==> config.mk <==
export PLATFORM = sky130hd
export DESIGN_NAME = dut_slave_arbiter
export DESIGN_NICKNAME = d
export VERILOG_FILES = /design/src/rtl/covuniq_pkg.sv /design/src/rtl/dut_rr_pick.sv /design/src/rtl/dut_slave_arbiter.sv
export SDC_FILE = /design/constraint.sdc
export NUM_CORES = 1
export LEC_CHECK = 0
export ABC_AREA = 0
export CORE_MARGIN = 2
export CORE_UTILIZATION = 25
export CTS_BUF_LIST = sky130_fd_sc_hd__clkbuf_8 sky130_fd_sc_hd__clkbuf_16
export DETAILED_ROUTE_END_ITERATION = 7
export GPL_TIMING_DRIVEN = 0
export PLACE_DENSITY_LB_ADDON = 0.25
export SYNTH_ARGS = -nofsm -noshare
export SYNTH_HDL_FRONTEND = slang
export SYNTH_SLANG_ARGS = --single-unit
export TNS_END_PERCENT = 100
==> constraint.sdc <==
create_clock -name clk -period 7.92 [get_ports clk]
set_clock_uncertainty 0.05 [all_clocks]
set_input_delay 0.792 -clock clk [delete_from_list [all_inputs] [get_ports clk]]
set_output_delay 0.792 -clock clk [all_outputs]
set_load 0.02 [all_outputs]
==> src/rtl/covuniq_pkg.sv <==
// Shared widths, command encodings and arbiter state type
// for the dut slave command-port arbiter.
package covuniq_pkg;

    localparam int CMD_W  = 2;
    localparam int ADR_W  = 4;
    localparam int DATA_W = 3;

    localparam logic [CMD_W-1:0] CMD_NOP = '0;

    typedef enum logic {ARB_IDLE, ARB_BUSY} arb_state_t;

endpackage

==> src/rtl/dut_rr_pick.sv <==
// Combinational round-robin picker: first set request bit
// searching upward from ptr+1, wrapping around.
module dut_rr_pick #(
    parameter int NREQ = 4,
    parameter int IW   = $clog2(NREQ)
) (
    input  logic [NREQ-1:0] req,
    input  logic [IW-1:0]   ptr,
    output logic [NREQ-1:0] onehot,
    output logic [IW-1:0]   index,
    output logic            any
);

    logic [IW-1:0] j;

    always_comb begin
        onehot = '0;
        index  = '0;
        any    = 1'b0;
        j      = '0;
        for (int i = 1; i <= NREQ; i++) begin
            j = IW'((int'(ptr) + i) % NREQ);
            if (!any && req[j]) begin
                any       = 1'b1;
                index     = j;
                onehot[j] = 1'b1;
            end
        end
    end

endmodule

==> src/rtl/dut_slave_arbiter.sv <==
// Round-robin arbiter sharing the dut slave command port between
// NREQ requesters, forwarding one registered beat per handshake.
module dut_slave_arbiter #(
    parameter int NREQ      = 4,
    parameter int MAX_BURST = 4,
    parameter int TIMEOUT   = 8,
    parameter int CMD_W     = covuniq_pkg::CMD_W,
    parameter int ADR_W     = covuniq_pkg::ADR_W,
    parameter int DATA_W    = covuniq_pkg::DATA_W
) (
    input  logic                   clk,
    input  logic                   rst,
    input  logic [NREQ-1:0]        req_valid,
    output logic [NREQ-1:0]        req_ready,
    input  logic [NREQ-1:0]        req_last,
    input  logic [NREQ*CMD_W-1:0]  req_cmd,
    input  logic [NREQ*ADR_W-1:0]  req_adr,
    input  logic [NREQ*DATA_W-1:0] req_data,
    output logic [NREQ-1:0]        grant,
    output logic                   m_valid,
    input  logic                   m_ready,
    output logic [CMD_W-1:0]       m_cmd,
    output logic [ADR_W-1:0]       m_adr,
    output logic [DATA_W-1:0]      m_data,
    output logic [$clog2(NREQ)-1:0] m_src
);

    import covuniq_pkg::*;

    localparam int IW = $clog2(NREQ);
    localparam int BW = $clog2(MAX_BURST + 1);
    localparam int TW = $clog2(TIMEOUT + 1);

    arb_state_t        state_q, state_d;
    logic [NREQ-1:0]   grant_q, grant_d;
    logic [IW-1:0]     own_q, own_d;
    logic [IW-1:0]     rr_q, rr_d;
    logic [BW-1:0]     beat_q, beat_d;
    logic [TW-1:0]     idle_q, idle_d;
    logic              mv_q, mv_d;
    logic [CMD_W-1:0]  cmd_q, cmd_d;
    logic [ADR_W-1:0]  adr_q, adr_d;
    logic [DATA_W-1:0] data_q, data_d;
    logic [IW-1:0]     src_q, src_d;

    logic [NREQ-1:0]   pick_oh;
    logic [IW-1:0]     pick_idx;
    logic              pick_any;

    dut_rr_pick #(.NREQ(NREQ), .IW(IW)) u_pick (
        .req    (req_valid),
        .ptr    (rr_q),
        .onehot (pick_oh),
        .index  (pick_idx),
        .any    (pick_any)
    );

    logic              busy, vld_g, rdy_g, acc, rel;
    logic [CMD_W-1:0]  cmd_g;

    assign busy  = (state_q == ARB_BUSY);
    assign vld_g = busy & req_valid[own_q];
    assign rdy_g = ~mv_q | m_ready;
    assign acc   = vld_g & rdy_g;
    assign cmd_g = req_cmd[own_q*CMD_W +: CMD_W];

    // A NOP still counts toward the burst; forced release on timeout
    assign rel = (acc & (req_last[own_q] | (beat_q == BW'(MAX_BURST - 1))))
               | (busy & ~vld_g & (idle_q == TW'(TIMEOUT - 1)));

    always_comb begin
        state_d = state_q;
        grant_d = grant_q;
        own_d   = own_q;
        rr_d    = rr_q;
        beat_d  = beat_q;
        idle_d  = idle_q;
        mv_d    = mv_q;
        cmd_d   = cmd_q;
        adr_d   = adr_q;
        data_d  = data_q;
        src_d   = src_q;
        if (acc) begin
            cmd_d  = cmd_g;
            adr_d  = req_adr[own_q*ADR_W +: ADR_W];
            data_d = req_data[own_q*DATA_W +: DATA_W];
            src_d  = own_q;
            mv_d   = (cmd_g != CMD_W'(CMD_NOP));
            beat_d = beat_q + 1'b1;
        end else if (m_ready) begin
            mv_d = 1'b0;
        end
        unique case (state_q)
            ARB_IDLE: begin
                if (pick_any) begin
                    state_d = ARB_BUSY;
                    grant_d = pick_oh;
                    own_d   = pick_idx;
                    beat_d  = '0;
                    idle_d  = '0;
                end
            end
            ARB_BUSY: begin
                idle_d = vld_g ? '0 : idle_q + 1'b1;
                if (rel) begin
                    state_d = ARB_IDLE;
                    grant_d = '0;
                    rr_d    = own_q;
                end
            end
        endcase
    end

    always_ff @(posedge clk or posedge rst) begin
        if (rst) begin
            state_q <= ARB_IDLE;
            grant_q <= '0;
            own_q   <= '0;
            rr_q    <= IW'(NREQ - 1);
            beat_q  <= '0;
            idle_q  <= '0;
            mv_q    <= 1'b0;
            cmd_q   <= '0;
            adr_q   <= '0;
            data_q  <= '0;
            src_q   <= '0;
        end else begin
            state_q <= state_d;
            grant_q <= grant_d;
            own_q   <= own_d;
            rr_q    <= rr_d;
            beat_q  <= beat_d;
            idle_q  <= idle_d;
            mv_q    <= mv_d;
            cmd_q   <= cmd_d;
            adr_q   <= adr_d;
            data_q  <= data_d;
            src_q   <= src_d;
        end
    end

    assign req_ready = grant_q & {NREQ{rdy_g}};
    assign grant     = grant_q;
    assign m_valid   = mv_q;
    assign m_cmd     = cmd_q;
    assign m_adr     = adr_q;
    assign m_data    = data_q;
    assign m_src     = src_q;

endmodule

Word-level counts from Yosys, hierarchy flattened
Cells that the tools add are included.
{"block": "op_classes", "n_reduce_logical": 15, "n_addsub": 6, "order_cmp": 9, "bitwise_logic": 15, "mux": 46, "n_eq_ne": 4, "n_shift": 3, "multipliers": 1}
{"op": "4-bit 2-to-1 mux", "n": 8}
{"op": "1-bit 2-to-1 mux", "n": 18}
{"op": "4-bit case mux with 2 select lines", "n": 2}
{"op": "16-bit by 5-bit variable part select with 4-bit output", "n": 1}
{"op": "2-bit by 3-bit less-than comparator with 1-bit output, second input constant", "n": 5}
{"op": "1-bit binary-select mux with 2-bit select", "n": 6}
{"op": "4-bit OR", "n": 3}
{"op": "12-bit by 5-bit variable part select with 3-bit output", "n": 1}
{"op": "3-bit 2-to-1 mux", "n": 3}
{"op": "1-bit demux with 2-bit select", "n": 4}
{"op": "2-bit by 1-bit >= comparator with 1-bit output, second input constant", "n": 4}
{"op": "2-bit 2-to-1 mux", "n": 4}
{"op": "8-bit by 4-bit variable part select with 2-bit output", "n": 1}
{"op": "1-bit logical AND", "n": 7}
{"op": "2-bit AND reduction", "n": 3}
{"op": "1-bit bitwise AND", "n": 5}
{"op": "2-bit by 1-bit adder with 2-bit output, second input constant", "n": 2}
{"op": "2-bit adder, second input constant", "n": 2}
{"op": "4-bit by 1-bit adder with 4-bit output, second input constant", "n": 1}
{"op": "4-bit bitwise AND", "n": 1}
{"op": "4-bit by 3-bit == test with 1-bit output, second input constant", "n": 1}
{"op": "2-bit by 2-bit multiplier with 4-bit output, second input constant", "n": 1}
{"op": "2-bit nonzero test", "n": 2}
{"op": "3-bit by 1-bit adder with 3-bit output, second input constant", "n": 1}
{"op": "7 further kinds", "n": 13}
{"block": "totals", "inputBits": 47, "out_inout_bits": 20, "regBits": 28, "word_cells": 110}

Longest topological paths before layout
{"block": "depth", "depth_word": 15, "ltp_mapped": 9, "ltp_nobuf": 7}

Cells and area by module
From an unflattened synthesis, not the netlist that was laid out.
{"block": "hier_totals", "cells_unflattened": 196, "area_unflattened_um2": 2138.3}
{"mod": "dut_slave_arbiter", "area_each_um2": 1508.9, "n_inst": 1, "cells_per_inst": 110, "seq_area_each_um2": 703.2}
{"mod": "dut_rr_pick", "area_each_um2": 629.4, "n_inst": 1, "cells_per_inst": 86, "seq_area_each_um2": 0.0}

Worst setup path after synthesis
No wires, ideal clock.
{"block": "synth_timing", "path_type": "reg-to-reg", "startpoint": "reg rr_q[0]", "endpoint": "reg grant_q[1], in the netlist grant[1]", "stages_incl_launch_ff": 10, "t_required_ns": 7.744, "path_buffers": 2, "period_less_slack_ns": 2.626, "setup_time_ns": 0.126, "arrival_ns": 2.449, "slack_ns": 5.294, "cell_sequence": "dfstp_2 -> buf_2 -> inv_1 -> ha_1 -> clkbuf_1 -> mux4_2 -> nor2b_4 -> a221oi_1 -> nor3_1 -> a311o_1"}
{"block": "synth_via", "elab_chain_len": 15, "word_cells_on_any_way": 53, "classes_between": "add/sub (4); order compare (8); eq/ne (1); mux (26); bitwise (3); reduce/logical (11)"}
{"item": "from (decl)", "line_no": "dut_slave_arbiter.sv:37", "text": "logic [IW-1:0] rr_q, rr_d;"}
{"item": "from (signal assigned)", "line_no": "dut_slave_arbiter.sv:119", "text": "rr_q <= IW'(NREQ - 1);"}
{"item": "from (signal assigned)", "line_no": "dut_slave_arbiter.sv:131", "text": "rr_q <= rr_d;"}
{"item": "parallel branches: the longest is 15 deep, another holds 2-bit by 3-bit less-than comparator with 1-bit output"}
{"item": "to (signal assigned)", "line_no": "dut_slave_arbiter.sv:129", "text": "grant_q <= grant_d;"}
{"item": "to (decl)", "line_no": "dut_slave_arbiter.sv:35", "text": "logic [NREQ-1:0] grant_q, grant_d;"}
Several ways; the timed one is not identified. The select of a mux whose other input is x is not followed.
A chain may end at the register's enable or synchronous reset.

Final worst setup path
{"block": "layout_timing", "startpoint": "in m_ready", "endpoint": "out req_ready[3]"}
{"block": "layout_via", "elab_chain_len": 2}
{"item": "from (decl)", "line_no": "dut_slave_arbiter.sv:21", "text": "input logic m_ready,"}
{"item": "1-bit OR", "line_no": "dut_slave_arbiter.sv:63", "text": "assign rdy_g = ~mv_q | m_ready;"}
{"item": "4-bit bitwise AND", "line_no": "dut_slave_arbiter.sv:142", "text": "assign req_ready = grant_q & {NREQ{rdy_g}};"}
{"item": "to (decl)", "line_no": "dut_slave_arbiter.sv:14", "text": "output logic [NREQ-1:0] req_ready,"}
Every way passes these cells.

==> key figures <==
Hold path
  – Hold path depth: 1
  – Hold Startpoint: m_adr[2]$_DFFE_PP0P_
  – Worst hold path type: reg2reg
  – Hold Crit Endpoint: m_adr[2]$_DFFE_PP0P_

Finish
  – Fin area: 0.002818 sq mm
  – Layout area overhead: 43.17%
  – Ant. Diodes: 0
  – Utilization after layout: 0.3665
  – Fillcell total: 792
  – Layout cell share with drive strength beyond 1: 0.1867
  – Fin cells: 343
  – Final-stage net count: 300

Yosys
  – Mapped Nets: 230
  – Cell area after synthesis: 0.001968 sq mm
  – Top_reg_cell synth: dfrtp_1
  – FF+latch count, synth: 28
  – Synth area leader: dfrtp_1
  – EDFF count, synth: 0
  – Largest cells by area after synthesis: dfrtp_1 (33%), mux4_2 (13%), mux2_2 (7.4%)
  – Ys Warns: 0
  – Sequential share of the synthesized area: 0.3573
  – Mean Syn Cell Area: 11.44 sq um
  – Async SR Flop Fraction: 1.000
  – Count leader, synth: dfrtp_1
  – Synth cell types: 42
  – Top-area cell type share of the netlist area: 0.3306
  – Gate Count Post-Synth: 172
  – Most instantiated cells after synthesis: dfrtp_1 (26), nor2_1 (14), mux2_2 (13), ha_1 (11), mux4_2 (11)

Routing
  – Vias per cell: 4.758
  – ANT nets after route: 0
  – Drt drc: 0
  – DR pass1 iterations: 4
  – Vias: 1632
  – Number of DRC markers in iteration 0: 51
  – Routed wire per std cell: 14.80 microns
  – DRT Wirelength: 5077 microns

Critical path
  – Startpoint types: input port
  – Reg2Reg Setup Slack: 5010 ps
  – CP most frequent cell: clkdlybuf4s50_1
  – Critical Path End Type: output pin
  – Slowest Stage Delay on Critical Path: 600 ps
  – Worst path buffer plus inverter count: 2
  – Critical Path RT: 7080 ps
  – Worst reg-to-reg path cell count: 9
  – Top delay family on crit path: buffers and inverters
  – Kind of critical path: in2out
  – Worst EP arrival: 2300 ps
  – Crit path cell chain: clkdlybuf4s50_1, nand2b_1, and2_1, clkdlybuf4s50_1
  – Crit path max fanout: 6
  – Worst R2R End: grant[2]$_DFFE_PP0P_
  – Reg2reg start: rr_q[0]$_DFFE_PP1P_
  – Slowest cell on crit path: clkdlybuf4s50_1
  – CP Depth: 4

STA
  – Final min period: 3138 ps
  – Slew Viols, Final: 0
  – Final hold violations: 0
  – Fraction of the cycle the final worst path needs: 0.3962
  – Setup WS post-layout: 4782 ps
  – Max Fclk: 0.3187 GHz
  – Setup TNS: 0 ps
  – Final setup violation count: 0
  – Slew @ Worst Pin: 1102 ps
  – Hold Slack: 467.2 ps
  – Unrepaired setup endpoints after global routing: no
  – Relative slew slack: 0.2647

CTS
  – Inserted Clock Buffers: 3
  – TritonCTS clock tree: yes
  – CTS-repair resized insts: 0
  – # clock sinks: 28
  – Clock Latency Late Sink: 280 ps
  – Hold buffers post-CTS: 0
  – Clock slew seen by the registers of the worst setup and hold paths: 100 ps
  – # Post-CTS Setup Buffers: 0
  – Deepest clock path buffer count: 2
  – CTS root buf: clkbuf_8
  – H-tree Lvls: 1

Floorplan
  – Chip width: 92.73 microns
  – Io pins: 67
  – Die area: 0.008598 sq mm
  – Core area: 0.007687 sq mm
  – Row cnt: 32
  – Die Y: 92.73 microns
  – Starting Density: 0.2560

Placed design
  – Placed inst area: 0.002746 sq mm
  – Placed cells: 339
  – Dpl ws: 4754 ps
  – Number of port buffers: 65
  – Gpl congestion: 0.7897
  – DP HPWL: 3885 microns

GRT
  – First-pass GRT wire length: 8307 microns
  – Via count of the first global-routing pass: 1663
  – Overall Global Routing Usage: 0.1206
  – Gr ovfl total: 0
  – Initial antenna violation count: 0
  – Largest net degree at the start of global routing: 29

Pwr
  – Max VDD drop: 0.1442 mV
  – Total power: 0.9890 mW
  – Pwr Density: 351.0 mW/mm^2
  – P_leak: 1.132 nW

Run status
  – Status: completed

Job
  – Max cap viols: 0
## metal layers
layer / global-route usage / share of wire / vias up
li1: - / - / 783
met1: 0.1695 / 0.47 / 805
met2: 0.1983 / 0.49 / 42
met3: 0.02197 / 0.041 / 2
met4: 0.01838 / 0.0059 / 0
met5: 0 / 0 / -
## sequential cells by signal, summed over array words and instances, names as in the netlist, 2 cells and up
register  count
grant         4
idle_q        4
m_src         2
beat_q        3
own_q         2
rr_q          2
m_cmd         2
m_adr         4
m_data        3
## layout by cell type, fill, tap and decap left out, types with 2 or more instances in the layout
cell	Yosys	final
clkbuf_8	0	3
mux2i_1	5	5
dfrtp_1	26	26
a311o_1	4	4
mux2_2	13	13
xor2_1	2	2
nand2_1	4	4
nor3_1	4	4
nand3_1	2	2
nor2_1	14	14
nand2b_1	3	3
inv_1	4	4
a221oi_1	4	4
nor2b_1	8	8
dfstp_2	2	2
a21oi_1	5	5
mux4_2	11	11
ha_1	11	11
clkdlybuf4s50_1	0	65
buf_6	3	3
and2_1	4	4
mux4_1	2	2
o21ai_0	9	9
and3_1	4	4
clkbuf_1	4	4
buf_2	6	6
## final cells by class
cell class / count / area [sq um] / share of cell area
buffer: 13 / 78.83 / 0.02798
clock buffer: 3 / 41.29 / 0.01465
clock inverter: 1 / 30.03 / 0.01066
inverter: 4 / 15.01 / 0.005329
multi-input combinational: 127 / 1171 / 0.4156
sequential: 28 / 703.2 / 0.2496
tap: 102 / 127.6 / 0.04529
timing repair buffer: 65 / 650.6 / 0.2309
## kinds of logic (layout without fill, tap and decap cells)
logic type / count (synthesis) / in the layout / synth area share
AND/OR/NAND/NOR: 52 / 52 / 0.1532
AO/OA/AOI/OAI: 31 / 31 / 0.1106
multiplexers: 31 / 31 / 0.2524
flip-flops: 28 / 28 / 0.3573
buffers and inverters: 17 / 86 / 0.04767
adder cells (fa/ha/maj): 11 / 11 / 0.06993
XOR/XNOR: 2 / 2 / 0.008902
## where the power goes
group,internal [mW],leakage (nW),switching (mW)
sequential,0.210,0.341,0.0435
combinational,0.319,0.755,0.301
clock,0.0677,0.0357,0.0474
## worst max-delay path by stage
stage                     slack (ps)                start                   end
after global routing            4700              m_ready          req_ready[0]
after floorplan                 5290  rr_q[0]$_DFFE_PP1P_  grant[1]$_DFFE_PP0P_
final                           4780              m_ready          req_ready[3]
after detailed placement        4750              m_ready          req_ready[3]
after global placement          4760              m_ready          req_ready[0]
after CTS                       4750              m_ready          req_ready[3]
No activity file was read; power rests on OpenSTA's default activity.
